===== src/rtl/split_cons_pkg.sv =====
`default_nettype none
// ============================================================================
// Module   : split_cons_pkg
// Purpose  : Shared types and constants for the constraint-split scheduler.
// Revision : 1.0 - initial release
// ============================================================================
package split_cons_pkg;

   // Scheduler FSM states
   typedef enum logic [1:0] {
      IDLE = 2'd0,
      EVAL = 2'd1,
      DONE = 2'd2
   } state_t;

   // Constraint indices, in evaluation order
   localparam logic [1:0] C76_IDX  = 2'd0;
   localparam logic [1:0] C99_IDX  = 2'd1;
   localparam logic [1:0] C17_IDX  = 2'd2;
   localparam logic [1:0] NO_FAIL  = 2'd3;
   localparam int         NUM_CONS = 3;

   // Arithmetic constants of the individual constraints
   localparam logic [15:0] C99_OFFSET = 16'hBA9;
   localparam int          C99_SHIFT  = 4;
   localparam logic [3:0]  C17_DIV    = 4'd5;

endpackage
`default_nettype wire


===== src/rtl/split_cons_eval.sv =====
`default_nettype none
// ============================================================================
// Module   : split_cons_eval
// Purpose  : Shared combinational evaluator; returns pass for constraint idx.
// Revision : 1.0 - initial release
// ============================================================================
module split_cons_eval
   import split_cons_pkg::*;
(
   input  logic [1:0]  idx,
   input  logic [3:0]  v140,
   input  logic [11:0] v11,
   output logic        pass
);

   logic [15:0] w_c99_sum;
   logic [15:0] w_c99_shr;
   logic [3:0]  w_c17_neg;
   logic [3:0]  w_c17_quo;

   // Evaluate the constraint selected by idx on the given candidate
   always_comb begin
      w_c99_sum = {4'd0, v11} + C99_OFFSET;
      w_c99_shr = w_c99_sum >> C99_SHIFT;
      w_c17_neg = 4'd0 - v140;
      w_c17_quo = w_c17_neg / C17_DIV;
      case (idx)
         C76_IDX: pass = (v140 != 4'd0) && (v11 != 12'd0);
         C99_IDX: pass = (w_c99_shr != 16'd0);
         C17_IDX: pass = (w_c17_quo != 4'd0);
         default: pass = 1'b0;
      endcase
   end

endmodule
`default_nettype wire


===== src/rtl/split_cons_scheduler.sv =====
`default_nettype none
// ============================================================================
// Module   : split_cons_scheduler
// Purpose  : Sequences the three constraints of one split through a shared
//            evaluator, one per cycle, and reports the result downstream.
// Revision : 1.0 - initial release
// ============================================================================
module split_cons_scheduler
   import split_cons_pkg::*;
#(
   parameter bit ABORT_EARLY = 1'b1,
   parameter int CNT_W       = 16
)(
   input  logic             clk,
   input  logic             rst,
   input  logic             in_valid,
   output logic             in_ready,
   input  logic [3:0]       in_v140,
   input  logic [11:0]      in_v11,
   output logic             res_valid,
   input  logic             res_ready,
   output logic             res_sat,
   output logic [2:0]       res_fail_mask,
   output logic [1:0]       res_first_fail,
   output logic [CNT_W-1:0] pass_cnt,
   output logic [CNT_W-1:0] fail_cnt
);

   state_t           r_state, w_next_state;
   logic [3:0]       r_v140;
   logic [11:0]      r_v11;
   logic [1:0]       r_idx;
   logic [2:0]       r_mask;
   logic [1:0]       r_first_fail;
   logic             r_res_sat;
   logic [2:0]       r_res_mask;
   logic [1:0]       r_res_first_fail;
   logic [CNT_W-1:0] r_pass_cnt, r_fail_cnt;
   logic             w_pass, w_accept, w_last, w_deliver;
   logic [2:0]       w_mask_upd;
   logic [1:0]       w_ff_upd;

   split_cons_eval u_eval (
      .idx  (r_idx),
      .v140 (r_v140),
      .v11  (r_v11),
      .pass (w_pass)
   );

   // Fold the current constraint's outcome into mask and first-fail index
   always_comb begin
      w_mask_upd = r_mask;
      w_ff_upd   = r_first_fail;
      if (!w_pass) begin
         w_mask_upd = r_mask | (3'b001 << r_idx);
         if (r_first_fail == NO_FAIL)
            w_ff_upd = r_idx;
      end
   end

   // FSM state register
   always_ff @(posedge clk or posedge rst) begin
      if (rst) r_state <= IDLE;
      else     r_state <= w_next_state;
   end

   // FSM next-state and handshake outputs
   always_comb begin
      w_next_state = r_state;
      in_ready     = 1'b0;
      res_valid    = 1'b0;
      w_accept     = 1'b0;
      w_last       = 1'b0;
      w_deliver    = 1'b0;
      case (r_state)
         IDLE: begin
            in_ready = 1'b1;
            if (in_valid) begin
               w_accept     = 1'b1;
               w_next_state = EVAL;
            end
         end
         EVAL: begin
            if ((!w_pass && ABORT_EARLY) || (r_idx == C17_IDX)) begin
               w_last       = 1'b1;
               w_next_state = DONE;
            end
         end
         DONE: begin
            res_valid = 1'b1;
            if (res_ready) begin
               w_deliver    = 1'b1;
               w_next_state = IDLE;
            end
         end
         default: w_next_state = IDLE;
      endcase
   end

   // Candidate capture, per-constraint accumulation and result latching;
   // the result registers only move at EVAL->DONE so they hold elsewhere
   always_ff @(posedge clk or posedge rst) begin
      if (rst) begin
         r_v140           <= 4'd0;
         r_v11            <= 12'd0;
         r_idx            <= C76_IDX;
         r_mask           <= 3'b000;
         r_first_fail     <= NO_FAIL;
         r_res_sat        <= 1'b0;
         r_res_mask       <= 3'b000;
         r_res_first_fail <= NO_FAIL;
      end else if (w_accept) begin
         r_v140       <= in_v140;
         r_v11        <= in_v11;
         r_idx        <= C76_IDX;
         r_mask       <= 3'b000;
         r_first_fail <= NO_FAIL;
      end else if (r_state == EVAL) begin
         r_mask       <= w_mask_upd;
         r_first_fail <= w_ff_upd;
         if (w_last) begin
            r_res_sat        <= (w_mask_upd == 3'b000);
            r_res_mask       <= w_mask_upd;
            r_res_first_fail <= w_ff_upd;
         end else begin
            r_idx <= r_idx + 2'd1;
         end
      end
   end

   // Saturating statistics, bumped once per delivered result
   always_ff @(posedge clk or posedge rst) begin
      if (rst) begin
         r_pass_cnt <= '0;
         r_fail_cnt <= '0;
      end else if (w_deliver) begin
         if (r_res_sat) begin
            if (r_pass_cnt != '1) r_pass_cnt <= r_pass_cnt + CNT_W'(1);
         end else begin
            if (r_fail_cnt != '1) r_fail_cnt <= r_fail_cnt + CNT_W'(1);
         end
      end
   end

   assign res_sat        = r_res_sat;
   assign res_fail_mask  = r_res_mask;
   assign res_first_fail = r_res_first_fail;
   assign pass_cnt       = r_pass_cnt;
   assign fail_cnt       = r_fail_cnt;

endmodule
`default_nettype wire

===== config.mk =====
export PLATFORM = sky130hd
export DESIGN_NAME = split_cons_scheduler
export DESIGN_NICKNAME = d
export VERILOG_FILES = /design/src/rtl/split_cons_pkg.sv /design/src/rtl/split_cons_eval.sv /design/src/rtl/split_cons_scheduler.sv
export SDC_FILE = /design/constraint.sdc
export NUM_CORES = 1
export LEC_CHECK = 0
export BUFFER_PORTS_ARGS = -buffer_cell sky130_fd_sc_hd__buf_2
export CORE_MARGIN = 5
export CORE_UTILIZATION = 30
export CTS_BUF_LIST = sky130_fd_sc_hd__clkbuf_8
export CTS_CLUSTER_DIAMETER = 60
export DETAILED_ROUTE_END_ITERATION = 8
export GPL_ROUTABILITY_DRIVEN = 0
export MAX_ROUTING_LAYER = met4
export PLACE_DENSITY = 0.55
export SLEW_MARGIN = 10
export SYNTH_ARGS = -nofsm -noshare
export SYNTH_HDL_FRONTEND = slang
export SYNTH_SLANG_ARGS = --single-unit
export TNS_END_PERCENT = 1

===== constraint.sdc =====
create_clock -name clk -period 3 [get_ports clk]
set_input_delay 0.3 -clock clk [delete_from_list [all_inputs] [get_ports clk]]
set_output_delay 0.3 -clock clk [all_outputs]
set_load 0.01 [all_outputs]

==> impl_metrics.tcl, run 1 <==
set metrics [dict create \
    rsz0062_at_grt "no" \
    cp_max_fo 10 \
    switching_share_pct 35.71 \
    hold_violations 0 \
    synth_edf_count 0 \
    finClkSkew_ns 0.01036 \
    detail-route-antenna-nets 0 \
    cts_setup_buffers 0 \
    cts_resized 0 \
    clock-sinks 63 \
    grtUsageMet3_pct 4.531 \
    drt_first_pass_iters 4 \
    hold_class "input pin to flip-flop" \
    fill_cells 1039 \
    met2_usage_pct 16.95 \
    grt_usage_pct 11.83 \
    synth_top_cell_area_share_pct 48.56 \
    cts_tree "yes" \
    dieArea_um2 12250 \
    initial_utilization_pct 30.96 \
    maxCapViolCount 0 \
    synthCells 286 \
    drt_iter0_drc 83 \
    antenna_found_initial 0 \
    ir_worst_vdd_v 0.0002825 \
    drc_errors 0 \
    r2r-start "r_v140[1]" \
    synth_cell_types 52 \
    drive_gt1_share_pct 27.86 \
    yosysWarnings 0 \
    final_common_cell "nand2_1" \
    tightestPinTransition_ns 0.7670 \
    die_x_um 110.7 \
    cp.arrival_ns 2.62 \
    seq_power_share_pct 43.4 \
    row_count 36 \
    setup-tns-final_ns 0 \
    netlist_area_um2 3040 \
    via_count 2223 \
    cts_made_buffers 9 \
    grt_busiest_layer "met2" \
    crit_start "r_v140[1]" \
    wl_per_cell_um 13.46 \
    grt_pass1_wl_mm 11.63 \
    gr-total-overflow 0 \
    viasPerCell 4.518 \
    boundaryPins 60 \
    outcome "completed" \
    grt_max_degree 40 \
    endpoint_kind "flip-flop" \
    switching_power_mw 1.028 \
    core_area_um2 9819 \
    p_per_area_nw_per_um2 781.6 \
    synth_fp_nets 313 \
    min_from "in_v11[10]" \
    layout_common_cells "60 x nand2_1, 59 x dfrtp_1, 59 x buf_2, 21 x xnor2_1, 17 x nor2_1" \
    crit_required_ns 3.22 \
    power_frac_clock_pct 25.7 \
    insertion_delay_ns 0.34 \
    ys.flop_type "dfrtp_1" \
    fin_crit_ns 2.399 \
    synth_seq_cells 63 \
    power_leakage_nw 1.821 \
    root_buffer "clkbuf_8" \
    wl_mm 6.621 \
    max_freq_mhz 416.9 \
    nets 381 \
    place.port_buffers 59 \
    clk_pin_slew_worst_paths_ns 0.07 \
    die-height_um 110.7 \
    async_flop_share_pct 100.0 \
    drv_slew 0 \
    dpl.hpwl_mm 4.861 \
    min_period_over_period_pct 79.95 \
    ys_top_cells_by_area "dfrtp_1 49%, nand2_1 7.4%, xnor2_1 6.0%" \
    first_global_vias 2340 \
    whs_ns 0.1505 \
    h-tree-depth 3 \
    avgSynthCellArea_um2 10.63 \
    seq_area_frac_synth_pct 52.02 \
    pwr-share-comb_pct 30.9 \
    crit_type "flip-flop to flip-flop" \
    slew_headroom_pct 48.86 \
    area_growth_pct 21.15 \
    cts_buffer_depth 2 \
    num_antenna_cells 0 \
    synth_largest_area_cell "dfrtp_1" \
    p_int_mw 1.851 \
    setup.worst_path.start_class "flip-flop" \
    met1_usage_pct 15.57 \
    setup_viol 0 \
]
-- layer usage --
layer  vias to the layer above  part of all wire, %
met2                        44                   44
met4                         0                  1.2
met3                         9                  5.4
met1                      1042                   49
met5                         -                    0
li1                       1128                    -
-- stage by stage --
step	utilization (%)	setup WS, ns	total power, mW	cells	area [um^2]
3_3_place_gp	35.40	0.7561	2.138	475	3476
4_1_cts	37.51	0.6252	2.934	492	3684
5_1_grt	37.51	0.4107	3.123	492	3684
3_5_place_dp	35.40	0.6501	2.167	475	3476
2_1_floorplan	-	0.9567	1.907	286	3040
6_report	37.51	0.6014	2.879	492	3684
-- critical path, cell delays in order (launching register included) --
cell	delay (ns)
dfrtp_1	0.43
inv_1	0.10
ha_1	0.18
or3b_4	0.40
a31oi_1	0.22
o21a_1	0.40
mux2_1	0.36
a31o_1	0.19
-- cell families after synthesis --
logic type | synth area share, %
xor gates and xnor gates | 8.066
DFF | 52.02
muxes | 2.469
buffers and inverters | 2.839
adders and majority gates | 2.881
AOI/OAI and AO/OA | 8.313
and+or+nand+nor | 23.42
-- registers in the layout, summed over array words and instances (netlist names) --
register and count:
fail_cnt 16, pass_cnt 16, r_first_fail 2, r_idx 2
r_mask 3, r_state 2, r_v11 12, r_v140 4
res_fail_mask 3, res_first_fail 2, res_sat 1
-- power by group through the flow --
stage          combinational, mW  sequential (mW)  clock [mW]
4_1_cts                    0.908             1.25       0.774
3_3_place_gp               0.883             1.26           0
5_1_grt                     1.03             1.29       0.804
3_5_place_dp               0.900             1.27           0
6_report                   0.890             1.25       0.741
2_1_floorplan              0.649             1.26           0
-- what timing repair did --
| action | CTS | global route |
|---|---|---|
| hold buffers | 1 | 0 |
| endpoints found under the hold margin | 8 | 0 |
| endpoints found under the setup margin | 0 | 0 |
-- cells in the mapped netlist, drive strengths merged, types with 2 or more instances --
library cell and n:
nand2 60, dfrtp 59, xnor2 21, nor2 19
nand3 13, inv 10, nand4 8, ha 7
xor2 7, a21oi 6, a31oi 6, o21ai 6
and4 5, and3 4, dfstp 4, mux2 4
nand2b 4, nor4 4, buf 3, clkbuf 3
mux2i 3, nor2b 3, nor3 3, a31o 2
a32o 2, and2 2, nor3b 2, or3b 2
or4 2
-- area by class of cell --
class | count | area (um^2) | area share [%]
sequential | 63 | 1582 | 42.93
multi-input combinational | 207 | 1373 | 37.26
timing repair buffer | 63 | 327.8 | 8.899
tap | 133 | 166.4 | 4.518
clock buffer | 10 | 137.6 | 3.736
clock inverter | 6 | 60.06 | 1.630
inverter | 10 | 37.54 | 1.019
-- worst paths after layout --
path,end,slack [ns],cells after the start
max,res_fail_mask[2],0.60,7
max in group asynchronous,res_first_fail[1],1.81,4
min,r_v11[10],0.15,3
min in group asynchronous,fail_cnt[12],0.41,3
max reg2reg,res_fail_mask[2],0.60,7
min reg2reg,r_v11[0],0.48,2
Power figures use the tool's default switching activity.
==> inputs of run 2 (changes only) <==
==> constraint.sdc (replaced) <==
create_clock -name clk -period 2.4 [get_ports clk]
set_input_delay 0.24 -clock clk [delete_from_list [all_inputs] [get_ports clk]]
set_output_delay 0.24 -clock clk [all_outputs]
set_load 0.01 [all_outputs]
==> run 2 against run 1 <==
  * Non-clock buffer count is 2 higher
  * Clock power grew 11%
  * Critical path depth stayed put
  * Count of clock-buffer cells in the layout up 1
  * Maximum frequency increased by 10%
  * Wire length decreased by 0.44%
  * Via count rose by 2.5%
  * Critical endpoint is now res_fail_mask[0]
  * Largest cell class unchanged
==> impl_metrics.tcl, run 2 (synthesis results as in run 1) <==
set metrics [dict create \
    outcome "completed" \
    slew_headroom_pct 56.87 \
    placed_cells 477 \
    final_cell_area_um2 3676 \
    first_global_vias 2425 \
    die-height_um 110.7 \
    crit_start "r_v140[1]" \
    gr-total-overflow 0 \
    cp_max_fo 5 \
    stdcell_count 494 \
    tightestPinTransition_ns 0.6454 \
    crit_type "flip-flop to flip-flop" \
    nets 383 \
    core_area_um2 9819 \
    via_count 2278 \
    cts_tree "yes" \
    place_area_um2 3491 \
    root_buffer "clkbuf_8" \
    h-tree-depth 3 \
    clk_pin_slew_worst_paths_ns 0.07 \
    insertion_delay_ns 0.33 \
    pre_cts_ws_ns 0.2706 \
    ir_worst_vdd_v 0.0003869 \
    hold_class "input pin to flip-flop" \
    rsz0062_at_grt "no" \
    hold_violations 0 \
    fin_crit_ns 2.177 \
    die_x_um 110.7 \
    grt_pass1_wl_mm 11.72 \
    wl_per_cell_um 13.34 \
    area_growth_pct 20.91 \
    r2r-start "r_v140[1]" \
    dpl.hpwl_mm 4.815 \
    min_period_over_period_pct 90.69 \
    maxCapViolCount 0 \
    cts_buffer_depth 2 \
    setup-tns-final_ns 0 \
    cts_setup_buffers 0 \
    wl_mm 6.592 \
    antenna_found_initial 0 \
    cts_resized 0 \
    layout_common_cells "60 x nand2_1, 59 x dfrtp_1, 59 x buf_2, 21 x xnor2_1, 17 x nor2_1" \
    drt_iter0_drc 80 \
    min_from "in_v11[1]" \
    num_antenna_cells 0 \
    place.port_buffers 59 \
    regToRegSetupSlack_ns 0.22 \
    grt_usage_pct 11.87 \
    power_leakage_nw 1.834 \
    endpoint_kind "flip-flop" \
    drt_first_pass_iters 4 \
    viasPerCell 4.611 \
    cts_made_buffers 9 \
    drv_slew 0 \
    fill_cells 1044 \
    setup_viol 0 \
    finClkSkew_ns 0.009157 \
    cp.arrival_ns 2.39 \
    drive_gt1_share_pct 27.98 \
    drc_errors 0 \
    max_freq_mhz 459.4 \
    dieArea_um2 12250 \
    p_per_area_nw_per_um2 957.4 \
    row_count 36 \
    detail-route-antenna-nets 0 \
    boundaryPins 60 \
    grt_max_degree 28 \
    initial_utilization_pct 30.96 \
    clock-sinks 63 \
    cts-hold-fix-buffers 1 \
    final_common_cell "nand2_1" \
    crit_required_ns 2.61 \
    setup.worst_path.start_class "flip-flop" \
    postLayoutSetupSlackWorst_ns 0.2234 \
]
-- run 2: changes by cell type in the layout (fill, tap and decap cells not counted), sizes merged --
cell	delta
bufinv	-1
clkinvlp	-2
clkbuf	+1
buf	+2
clkinv	+1
inv	+1
-- run 2: cell type report --
type | count | area, um^2 | share of cell area [%]
inverters | 10 | 37.54 | 1.021
clock inverters | 5 | 23.77 | 0.6467
multi-input cells | 207 | 1373 | 37.34
flip-flops and latches | 63 | 1582 | 43.02
clock buffers | 11 | 151.4 | 4.118
well taps | 133 | 166.4 | 4.527
repair buffers | 65 | 342.8 | 9.326
-- run 2: path summary, 6_finish.rpt --
check	endpoint	depth (start not counted)
worst max-delay path	res_fail_mask[0]	7
worst min-delay path	r_v11[1]	3
worst max register to register	res_fail_mask[0]	7
worst min register to register	r_v11[9]	2
max in group asynchronous	r_first_fail[1]	4
min in group asynchronous	fail_cnt[0]	3
-- run 2: critical path, stage by stage (launching register included) --
cell and delay (ns):
dfrtp_1 0.42, inv_1 0.09, ha_1 0.18, or3b_4 0.40, a31oi_1 0.22, o21a_1 0.23, mux2_1 0.33, a31o_1 0.19
-- run 2: stage by stage --
step,utilization [%],hold slack (ns),power (mW)
floorplan,-,0.3454,2.383
detailed placement,35.55,0.2872,2.727
global route,37.44,0.08565,3.826
finish,37.44,0.09856,3.519
CTS,37.44,0.08203,3.574
global placement,35.55,0.2874,2.689
-- run 2: report_power, final --
part,internal [mW],switching [mW],total [mW]
Sequential,1.34,0.210,1.55
Combinational,0.486,0.657,1.14
Clock,0.420,0.400,0.821
Total,2.25,1.27,3.52
-- run 2: metal layers --
layer	part of all wire (%)	track usage, %
met5	0	-
met4	0.74	2.463
met3	5.5	4.258
met2	45	17.80
met1	48	15.55
